`config.mk`:
```
export PLATFORM = sky130hd
export DESIGN_NAME = osd_cmd_tx
export DESIGN_NICKNAME = d
export VERILOG_FILES = /design/src/rtl/osd_cmd_tx.sv
export SDC_FILE = /design/constraint.sdc
export NUM_CORES = 1
export LEC_CHECK = 0
export ABC_AREA = 1
export CAP_MARGIN = 10
export CORE_MARGIN = 2
export CORE_UTILIZATION = 43
export CTS_CLUSTER_SIZE = 14
export DETAILED_ROUTE_END_ITERATION = 7
export HOLD_SLACK_MARGIN = 0.08
export PLACE_DENSITY = 0.83
export SYNTH_ARGS = -nofsm -noshare
export SYNTH_HDL_FRONTEND = slang
export SYNTH_SLANG_ARGS = --single-unit
```
`constraint.sdc`:
```
create_clock -name clk_sys -period 1.59 [get_ports clk_sys]
set_clock_uncertainty 0.15 [all_clocks]
set_input_delay 0.3975 -clock clk_sys [delete_from_list [all_inputs] [get_ports clk_sys]]
set_output_delay 0.3975 -clock clk_sys [all_outputs]
set_load 0.005 [all_outputs]
```
`src/rtl/osd_cmd_tx.sv`:
```
// osd_cmd_tx: serialises one command word plus cmd_len payload words onto the
// OSD parallel bus. io_osd frames the whole transaction and io_strobe pulses
// once per word. io_din is only updated while io_strobe is low, so the far end
// sees a stable word on every rising strobe.
module osd_cmd_tx #(
    parameter int STROBE_HI = 2,
    parameter int STROBE_LO = 2,
    parameter int GAP       = 4
) (
    input  logic        clk_sys,
    input  logic        reset,
    input  logic        cmd_valid,
    output logic        cmd_ready,
    input  logic [7:0]  cmd_byte,
    input  logic [12:0] cmd_len,
    input  logic        pay_valid,
    output logic        pay_ready,
    input  logic [15:0] pay_data,
    output logic        io_osd,
    output logic        io_strobe,
    output logic [15:0] io_din,
    output logic        busy,
    output logic        done
);

    // Phase counters count down to zero, so they are loaded with length-1.
    localparam logic [3:0] HI_LOAD  = 4'(STROBE_HI - 1);
    localparam logic [3:0] LO_LOAD  = 4'(STROBE_LO - 1);
    localparam logic [3:0] GAP_LOAD = 4'(GAP - 1);

    typedef enum logic [2:0] {
        S_IDLE,
        S_SETUP,
        S_HI,
        S_LO,
        S_FETCH,
        S_GAP
    } state_t;

    state_t      state;
    logic [3:0]  phase_cnt;
    logic [12:0] remaining;

    // Transaction sequencer; every output is a register updated here.
    always_ff @(posedge clk_sys) begin
        if (reset) begin
            state     <= S_IDLE;
            phase_cnt <= 4'd0;
            remaining <= 13'd0;
            cmd_ready <= 1'b1;
            pay_ready <= 1'b0;
            io_osd    <= 1'b0;
            io_strobe <= 1'b0;
            io_din    <= 16'd0;
            busy      <= 1'b0;
            done      <= 1'b0;
        end else begin
            done <= 1'b0;
            case (state)
                S_IDLE: begin
                    if (cmd_valid && cmd_ready) begin
                        io_din    <= {8'h00, cmd_byte};
                        remaining <= cmd_len;
                        io_osd    <= 1'b1;
                        cmd_ready <= 1'b0;
                        busy      <= 1'b1;
                        state     <= S_SETUP;
                    end
                end
                S_SETUP: begin
                    io_strobe <= 1'b1;
                    phase_cnt <= HI_LOAD;
                    state     <= S_HI;
                end
                S_HI: begin
                    if (phase_cnt == 4'd0) begin
                        io_strobe <= 1'b0;
                        phase_cnt <= LO_LOAD;
                        state     <= S_LO;
                    end else begin
                        phase_cnt <= phase_cnt - 4'd1;
                    end
                end
                S_LO: begin
                    if (phase_cnt == 4'd0) begin
                        if (remaining != 13'd0) begin
                            pay_ready <= 1'b1;
                            state     <= S_FETCH;
                        end else begin
                            io_osd    <= 1'b0;
                            done      <= 1'b1;
                            phase_cnt <= GAP_LOAD;
                            state     <= S_GAP;
                        end
                    end else begin
                        phase_cnt <= phase_cnt - 4'd1;
                    end
                end
                S_FETCH: begin
                    if (pay_valid && pay_ready) begin
                        io_din    <= pay_data;
                        remaining <= remaining - 13'd1;
                        pay_ready <= 1'b0;
                        state     <= S_SETUP;
                    end
                end
                S_GAP: begin
                    if (phase_cnt == 4'd0) begin
                        busy      <= 1'b0;
                        cmd_ready <= 1'b1;
                        state     <= S_IDLE;
                    end else begin
                        phase_cnt <= phase_cnt - 4'd1;
                    end
                end
                default: begin
                    io_osd    <= 1'b0;
                    io_strobe <= 1'b0;
                    pay_ready <= 1'b0;
                    busy      <= 1'b0;
                    cmd_ready <= 1'b1;
                    state     <= S_IDLE;
                end
            endcase
        end
    end

endmodule
```
; Word-level counts from Yosys, hierarchy flattened
; Index checks and enable logic that the tools add are counted.
[word_totals]
register_bits = 42
input_bits = 41
out_inout_bits = 22
word_cells = 84
[op_classes]
add_sub_neg = 2
n_eq_ne = 14
mux = 33
bitwise = 6
n_reduce_logical = 19
[op_table]
columns = operator, count
row1 = 16-bit two-way mux, 2
row2 = 16-bit one-hot mux with 2 select lines, 1
row3 = 13-bit two-way mux, 2
row4 = 13-bit one-hot mux with 2 select lines, 1
row5 = 3-bit one-hot mux with 6 select lines, 1
row6 = 4-bit two-way mux, 4
row7 = "2-bit != test, second input constant", 8
row8 = 4-bit one-hot mux with 4 select lines, 1
row9 = 4-bit OR reduction, 4
row10 = 3-bit two-way mux, 5
row11 = 1-bit one-hot mux with 3 select lines, 5
row12 = 13-bit nonzero test, 1
row13 = "13-bit by 1-bit subtractor with 13-bit output, second input constant", 1
row14 = 1-bit two-way mux, 11
row15 = 3-bit AND reduction, 3
row16 = 4-bit AND reduction, 2
row17 = "3-bit by 2-bit equality test with 1-bit output, second input constant", 2
row18 = "3-bit equality test, second input constant", 2
row19 = 1-bit inverter, 6
row20 = 5-bit AND reduction, 1
row21 = 4-bit zero test, 1
row22 = 4-bit nonzero test, 1
row23 = "4-bit by 1-bit subtractor with 4-bit output, second input constant", 1
row24 = "3-bit by 1-bit equality test with 1-bit output, second input constant", 1
row25 = 6 further kinds, 7

; Logic depth before layout (Yosys ltp)
; Gate-level depths: netlist of the first run.
[logic_depth]
ltp_word = 4
ltp_mapped = 10
ltp_nobuf = 10

; Worst setup path before layout of the first run
; No wires, ideal clock.
[synth_timing]
path_kind = flip-flop to flip-flop
start = register remaining[0]
end = register phase_cnt[1]
setup_time_ns = 0.113
arrival_ns = 1.253
required_time_ns = 1.327
setup_slack_ns = 0.074
stages_incl_launch_ff = 10
path_buffers = 0
period_less_slack_ns = 1.516
path_cell_list = dfxtp_1 inv_1 ha_1 nand2_2 nor2_2 nand2_2 nand3_2 nand3_4 nor2_1 nor2_1
[synth_via]
elab_chain_len = 3
[synth_lines]
columns = item, line_no
row1 = "start, declared", 42  ; logic [12:0] remaining;
row2 = "start signal, assigned", 63  ; remaining <= cmd_len;
row3 = "start signal, assigned", 102  ; remaining <= remaining - 13'd1;
row4 = 13-bit nonzero test, 86  ; if (remaining != 13'd0) begin
row5 = 3-bit != test (no line), n/a
row6 = 3-bit AND reduction (no line), n/a
row7 = "end signal, assigned", 81  ; phase_cnt <= phase_cnt - 4'd1;
row8 = "end signal, assigned", 96  ; phase_cnt <= phase_cnt - 4'd1;
row9 = "end signal, assigned", 113  ; phase_cnt <= phase_cnt - 4'd1;
row10 = "end, declared", 41  ; logic [3:0] phase_cnt;
; Every way passes these cells.
; A chain may end at the register's enable or synchronous reset.

; Final worst setup path of the first run
[layout_timing]
start = register state[0]
end = register remaining[9]
[layout_via]
elab_chain_len = 3
[layout_lines]
columns = item, line_no
row1 = "start, declared", 40  ; state_t state;
row2 = "start signal, assigned", 47  ; state <= S_IDLE;
row3 = "start signal, assigned", 67  ; state <= S_SETUP;
row4 = "start signal, assigned", 73  ; state <= S_HI;
row5 = 3-bit equality test or 3-bit zero test (tied branches), 59  ; case (state)
row6 = 2-bit != test (no line) or 2-bit nonzero test (tied branches), n/a
row7 = 3-bit AND reduction (no line), n/a
; Parallel ways exist; a longest one is shown, timed or not.

==> results of run 1 <==
[flip-flops by register name, summed over array words and instances, names as in the netlist]
name and cells:
remaining 13, io_din 16, busy 1, done 1
io_strobe 1, io_osd 1, phase_cnt 4, pay_ready 1
state 3, cmd_ready 1
[layer usage]
layer / up-vias / track usage [%] / part of all wire (%) / wire (um)
li1: 1270 / - / - / -
met1: 1220 / 27.4 / 41 / 3000
met2: 107 / 38.8 / 49 / 3610
met3: 13 / 7.23 / 7.4 / 536
met4: 0 / 6.00 / 1.9 / 137
met5: - / 0 / 0 / 0
[final cells by class]
| type | instances | area share, % |
|---|---|---|
| flip-flops and latches | 42 | 24.1 |
| inverters | 20 | 2.73 |
| multi-input cells | 254 | 39.3 |
| repair buffers | 93 | 27.3 |
| well taps | 70 | 2.45 |
| clock buffers | 5 | 1.93 |
| repair inverters | 1 | 0.245 |
| clock inverters | 3 | 1.93 |
[cells in the final DEF (no fill, tap or decap), types with 8 or more instances in the layout]
master | synthesis | layout
nand2_1 | 86 | 79
clkdlybuf4s50_1 | 0 | 39
nor2_1 | 47 | 32
dfxtp_1 | 42 | 29
a21oi_1 | 30 | 28
dlygate4sd2_1 | 0 | 22
buf_4 | 3 | 21
o21ai_1 | 8 | 20
nor2_2 | 2 | 14
dfxtp_2 | 0 | 12
inv_1 | 14 | 10
nand3_1 | 12 | 10
a31oi_1 | 9 | 9
nand2_2 | 2 | 8
o21ai_0 | 28 | 8
o21ai_2 | 0 | 8
[cell families after synthesis]
logic type | count (synthesis)
simple gates | 165
compound gates | 83
flops | 42
buf+inv | 35
xor+xnor | 3
fa+ha+maj | 3
[path summary, 6_finish.rpt]
kind | from | endpoint | depth (start not counted)
min reg2reg | busy | busy | 2
max reg2reg | state[0] | remaining[9] | 9
max | state[0] | remaining[9] | 9
min | busy | busy | 2
[repair_timing]
action,in CTS,in global routing
gates cloned,1,4
setup buffers,1,7
pin swaps,2,10
resized for setup,36,76
endpoints found under the setup margin,29,42
[power by group through the flow]
stage	sequential [W]	clock, W	combinational [W]
after floorplan	0.00175	0	0.00213
after global placement	0.00176	0	0.00334
after detailed placement	0.00177	0	0.00345
after CTS	0.00176	0.00103	0.00352
after global routing	0.00192	0.00109	0.00481
final	0.00187	0.00104	0.00444
[metrics by stage]
stage	setup slack (ps)	cell area, um2	power, W
floorplan	73.9	2260	0.00388
global placement	-281	3070	0.00510
detailed placement	-332	3070	0.00521
CTS	-7.04	3240	0.00632
global route	-93.6	3570	0.00781
finish	-6.67	3570	0.00735
[worst max-delay path, cell delays in order (launching register included)]
cell and delay, ps:
dfxtp_4 380, inv_6 80, nand2_8 70, a21oi_2 240
nand2_8 110, buf_12 140, inv_6 50, buf_4 100
o211ai_1 90, a21oi_1 130
==> key figures, run 1 <==
Worst setup path
  – CP endpoint kind: flop
  – Worst-path fanout max: 5
  – Flop2flop setup slack: -7 ps
  – CP required: 1680 ps
  – WS Path Type: flop to flop
  – Data arrival, critical path: 1690 ps
  – CP startpoint kind: flop

Power
  – Leakage: 1.55 nW
  – Peak supply drop: 1.01 mV
  – Power Dens Cells: 2060 nW/um2
  – Internal cell power: 0.00420 W
  – Logic pwr share: 60.4%
  – P_sw: 0.00315 W
  – Clock power frac: 14.1%
  – Switching share of power: 42.9%
  – Register share of total power: 25.5%

Synthesis
  – Syn Std Cell Area: 2260 um2
  – Post-synthesis adder-cell area fraction: 1.66%
  – Syn avg cell area: 6.84 um2
  – Xor/xnor share of the synthesized area: 1.16%
  – #FFs+latches synth: 42
  – Most frequent cells after synthesis: nand2_1, nor2_1, dfxtp_1
  – Seq/Total Area, Yosys: 37.1%
  – Synth area leaders: dfxtp_1, nand2_1, nor2_1
  – FFs w/ async S/R, synth: 0%
  – Syn_nets: 375
  – Synthesized netlist cell count: 331
  – Simple logic cell fraction of the synthesized area: 32.2%
  – Yosys top cell area share: 37.1%
  – Top_reg_cell synth: dfxtp_1
  – Count leader, synth: nand2_1
  – Largest family of logic cells by synthesized area: simple AND/OR/NAND/NOR gates
  – Synthesis warning total: 0
  – Post-synth EDFFs: 0
  – Netlist cell types: 32
  – Post-synthesis mux area share: 0%
  – Compound-cell area share of the yosys netlist: 19.8%
  – Cell accounting for the most synthesized area: dfxtp_1

Timing
  – Worst Tran Pin Value: 329 ps
  – Final Hold Vio Count: 0
  – TNS Setup: -6.81 ps
  – Fmax achieved: 626 MHz
  – Final setup viols: 2
  – Final worst slack: -6.67 ps
  – Final worst path period share: 100%
  – RSZ-0062 raised after global routing: yes
  – Max_slew headroom: 77.9%
  – Final Max Slew Viols: 0
  – Fin Hold WS: 316 ps
  – Fin crit period: 1600 ps

Floorplan
  – Die height: 76.6 um
  – Core area: 5110 um2
  – # IOs: 63
  – Row cnt: 26
  – Starting density of the core: 44.3%
  – Die extent in x: 76.6 um
  – Die ar.: 5860 um2

Cells and area
  – Fin util: 69.9%
  – Fraction of layout instances using a drive strength above 1: 26.6%
  – Fill count: 403
  – Area of the multi-input gates: 1400 um2
  – FF+latch area: 860 um2
  – Nets: 461
  – Area Growth Syn to Fin: 57.6%
  – # diodes: 0
  – Fin cells: 488

CTS
  – Sink Count: 42
  – CTS tree: done
  – CTS Buf Count: 5
  – CTS Root Cell: clkbuf_8
  – Skew-Pair Late Insertion Delay: 310 ps
  – Post-CTS Hold Fix Bufs: 0
  – Reg clk slew, reported paths: 90 ps
  – H-tree level count: 2
  – Clock tree buffer depth: 2

Place
  – DP Wirelength: 4360 um
  – GP Congestion: 0.994
  – Placed cells: 467
  – IO Port Bufs: 62

Job
  – Max-cap violations: 0

Drt
  – TritonRoute pass-1 iters: 4
  – Total Routed Length: 7280 um
  – Routed length per instance: 14.9 um
  – Routed Antenna Nets: 0
  – DRC: 0
  – Via density per instance: 5.35
  – DR vias: 2,610
  – DRT iter0 DRCs: 259

Hold path
  – Worst hold-check path type: flop to flop

Global route
  – GRT Util Overall: 22.6%
  – Antenna violations before repair: 0
  – GRT Residual Overflow: 0
  – First-pass GRT wire length: 10,900 um
  – Number of global-route vias before repair: 2,351
  – Pin count of the biggest net entering global routing: 38

Status
  – Violated checks: setup timing
  – Status: finished, violations left
Power figures use the tool's default switching activity.
==> run 2, diff against run 1 <==
- CORE_MARGIN: 2 -> not set
==> key figures, run 2 (synthesis results as in run 1) <==
Status
  – Status: finished, final reports clean

Cells and area
  – # diodes: 0 (unchanged)
  – Most frequent cells in the layout: nand2_1, nor2_1, clkdlybuf4s50_1
  – Biggest regs: io_din: 16 flops, remaining: 13 flops, phase_cnt: 4 flops
  – FF+latch area: 868 um2 (+1.0%)
  – Area Growth Syn to Fin: 51.6%
  – Leading cell type in the layout, fill and taps excluded: nand2_1
  – Max reg flops: 16 (unchanged)
  – Nets: 457 (-0.87%)
  – Largest reg by FF count: io_din
  – Final instance area: 3430 um2 (-3.8%)
  – Fill count: 436 (+8.2%)
  – Area of the multi-input gates: 1380 um2 (-1.8%)
  – Fraction of layout instances using a drive strength above 1: 23.9% (-2.6 points)

Floorplan
  – Die height: 74.6 um (-2.6%)
  – # IOs: 63 (unchanged)
  – Starting density of the core: 44.6% (+0.28 points)
  – Row cnt: 26 (unchanged)
  – Die extent in x: 74.6 um (-2.6%)
  – Die ar.: 5560 um2 (-5.2%)
  – Core area: 5070 um2 (-0.64%)

Power
  – Peak supply drop: 0.908 mV (-9.6%)
  – Power Dens Cells: 2040 nW/um2 (-0.95%)
  – Pwr Total: 0.00700 W (-4.7%)
  – Leakage: 1.50 nW (-3.3%)

Timing
  – Final Max Slew Viols: 0 (unchanged)
  – Final worst path period share: 99.8% (-0.65 points)
  – RSZ-0062 raised after global routing: yes
  – Max_slew headroom: 74.6% (-3.3 points)
  – Worst Tran Pin Value: 377 ps (+48.4 ps)
  – Fin crit period: 1590 ps (-10.4 ps)
  – Final Hold Vio Count: 0 (unchanged)
  – Fmax achieved: 630 MHz (+0.65%)
  – Final setup viols: 0 (-2)

Hold path
  – Worst hold-check path type: flop to flop

Worst setup path
  – CP startpoint kind: primary input
  – CP required: 1640 ps (-40 ps)
  – CP endpoint kind: flop
  – WS Path Type: primary input to flop
  – Worst-path fanout max: 6 (+1)
  – Data arrival, critical path: 1630 ps (-60 ps)

CTS
  – CTS tree: done
  – H-tree level count: 2 (unchanged)
  – Post-CTS Hold Fix Bufs: 0 (unchanged)
  – Sink Count: 42 (unchanged)
  – Skew-Pair Late Insertion Delay: 300 ps (about the same)
  – CTS Root Cell: clkbuf_8
  – Reg clk slew, reported paths: 90 ps (about the same)
  – Clock tree buffer depth: 2 (unchanged)
  – CTS Buf Count: 5 (unchanged)

Drt
  – DR vias: 2,603 (-0.27%)
  – DRT iter0 DRCs: 222 (-14%)
  – Routed Antenna Nets: 0 (unchanged)
  – DRC: 0 (unchanged)
  – Total Routed Length: 6800 um (-6.7%)
  – TritonRoute pass-1 iters: 5 (+1)
  – Via density per instance: 5.38 (+0.56%)
  – Routed length per instance: 14.0 um (-5.9%)

Global route
  – Antenna violations before repair: 0 (unchanged)
  – First-pass GRT wire length: 10,600 um (-1.9%)
  – Pin count of the biggest net entering global routing: 29 (-24%)
  – GRT Residual Overflow: 0 (unchanged)
  – Number of global-route vias before repair: 2,423 (+3.1%)
  – GRT Util Overall: 24.8% (+2.2 points)

Place
  – GP Congestion: 0.975 (-1.9%)
  – IO Port Bufs: 62 (unchanged)
  – DP Wirelength: 4360 um (about the same)
  – Placed Area: 3060 um2 (-0.41%)

Job
  – Max-cap violations: 0 (unchanged)
## run 2: path summary, 6_finish.rpt
| check | start | endpoint | slack [ps] | cells after the start |
|---|---|---|---|---|
| setup / recovery | cmd_valid | remaining[12] | 4 | 9 |
| hold / removal | io_osd | io_osd | 310 | 2 |
| hold reg to reg | io_osd | io_osd | 310 | 2 |
| setup reg to reg | state[1] | remaining[12] | 20 | 10 |
## run 2: cell type report
class | instances | area share [%]
timing repair buffer | 90 | 25.3
sequential | 42 | 25.3
clock inverter | 3 | 2.00
tap | 70 | 2.55
inverter | 20 | 2.77
clock buffer | 5 | 2.00
multi-input combinational | 254 | 40.1
## run 2: power breakdown
part | internal (W) | total [W] | switching, W
clock | 0.000629 | 0.00104 | 0.000407
combinational | 0.00183 | 0.00409 | 0.00226
sequential | 0.00153 | 0.00187 | 0.000346
## run 2: timing repair
action                     4_1_cts  5_1_grt
buffers inserted                 3        7
pin swaps                        5       12
cloned                           1        0
resized for setup               54       48
setup endpoints to repair       30       33
## run 2: metrics by stage
stage | utilization [%] | cells | worst slack [ps] | hold WS (ps) | TNS, ps
3_3_place_gp | 60.3 | 467 | -274 | 304 | -7970
4_1_cts | 64.9 | 479 | -65.4 | 314 | -483
3_5_place_dp | 60.3 | 467 | -342 | 307 | -9100
5_1_grt | 67.7 | 484 | -82.8 | 331 | -334
6_report | 67.7 | 484 | 3.68 | 312 | 0
2_1_floorplan | - | 331 | 73.9 | 301 | 0
## run 2: critical path: stages
cell and delay (ps):
clkdlybuf4s50_1 470, nand2_1 90, nand2_4 100, nand2_4 80, inv_8 90, buf_4 130, nand2_4 60, o21ai_1 140
a21oi_1 80
## run 2: routing by layer
metal / global-route usage (%) / routed length [um]
met5: 0 / 0
met4: 9.01 / 151
met3: 4.74 / 415
met2: 43.3 / 3400
met1: 30.2 / 2830
==> run 3, diff against run 2 <==
- ABC_CLOCK_PERIOD_IN_PS: not set -> 1590
==> results of run 3 <==
Final layout, timing and power as in run 2 (identical DEF).
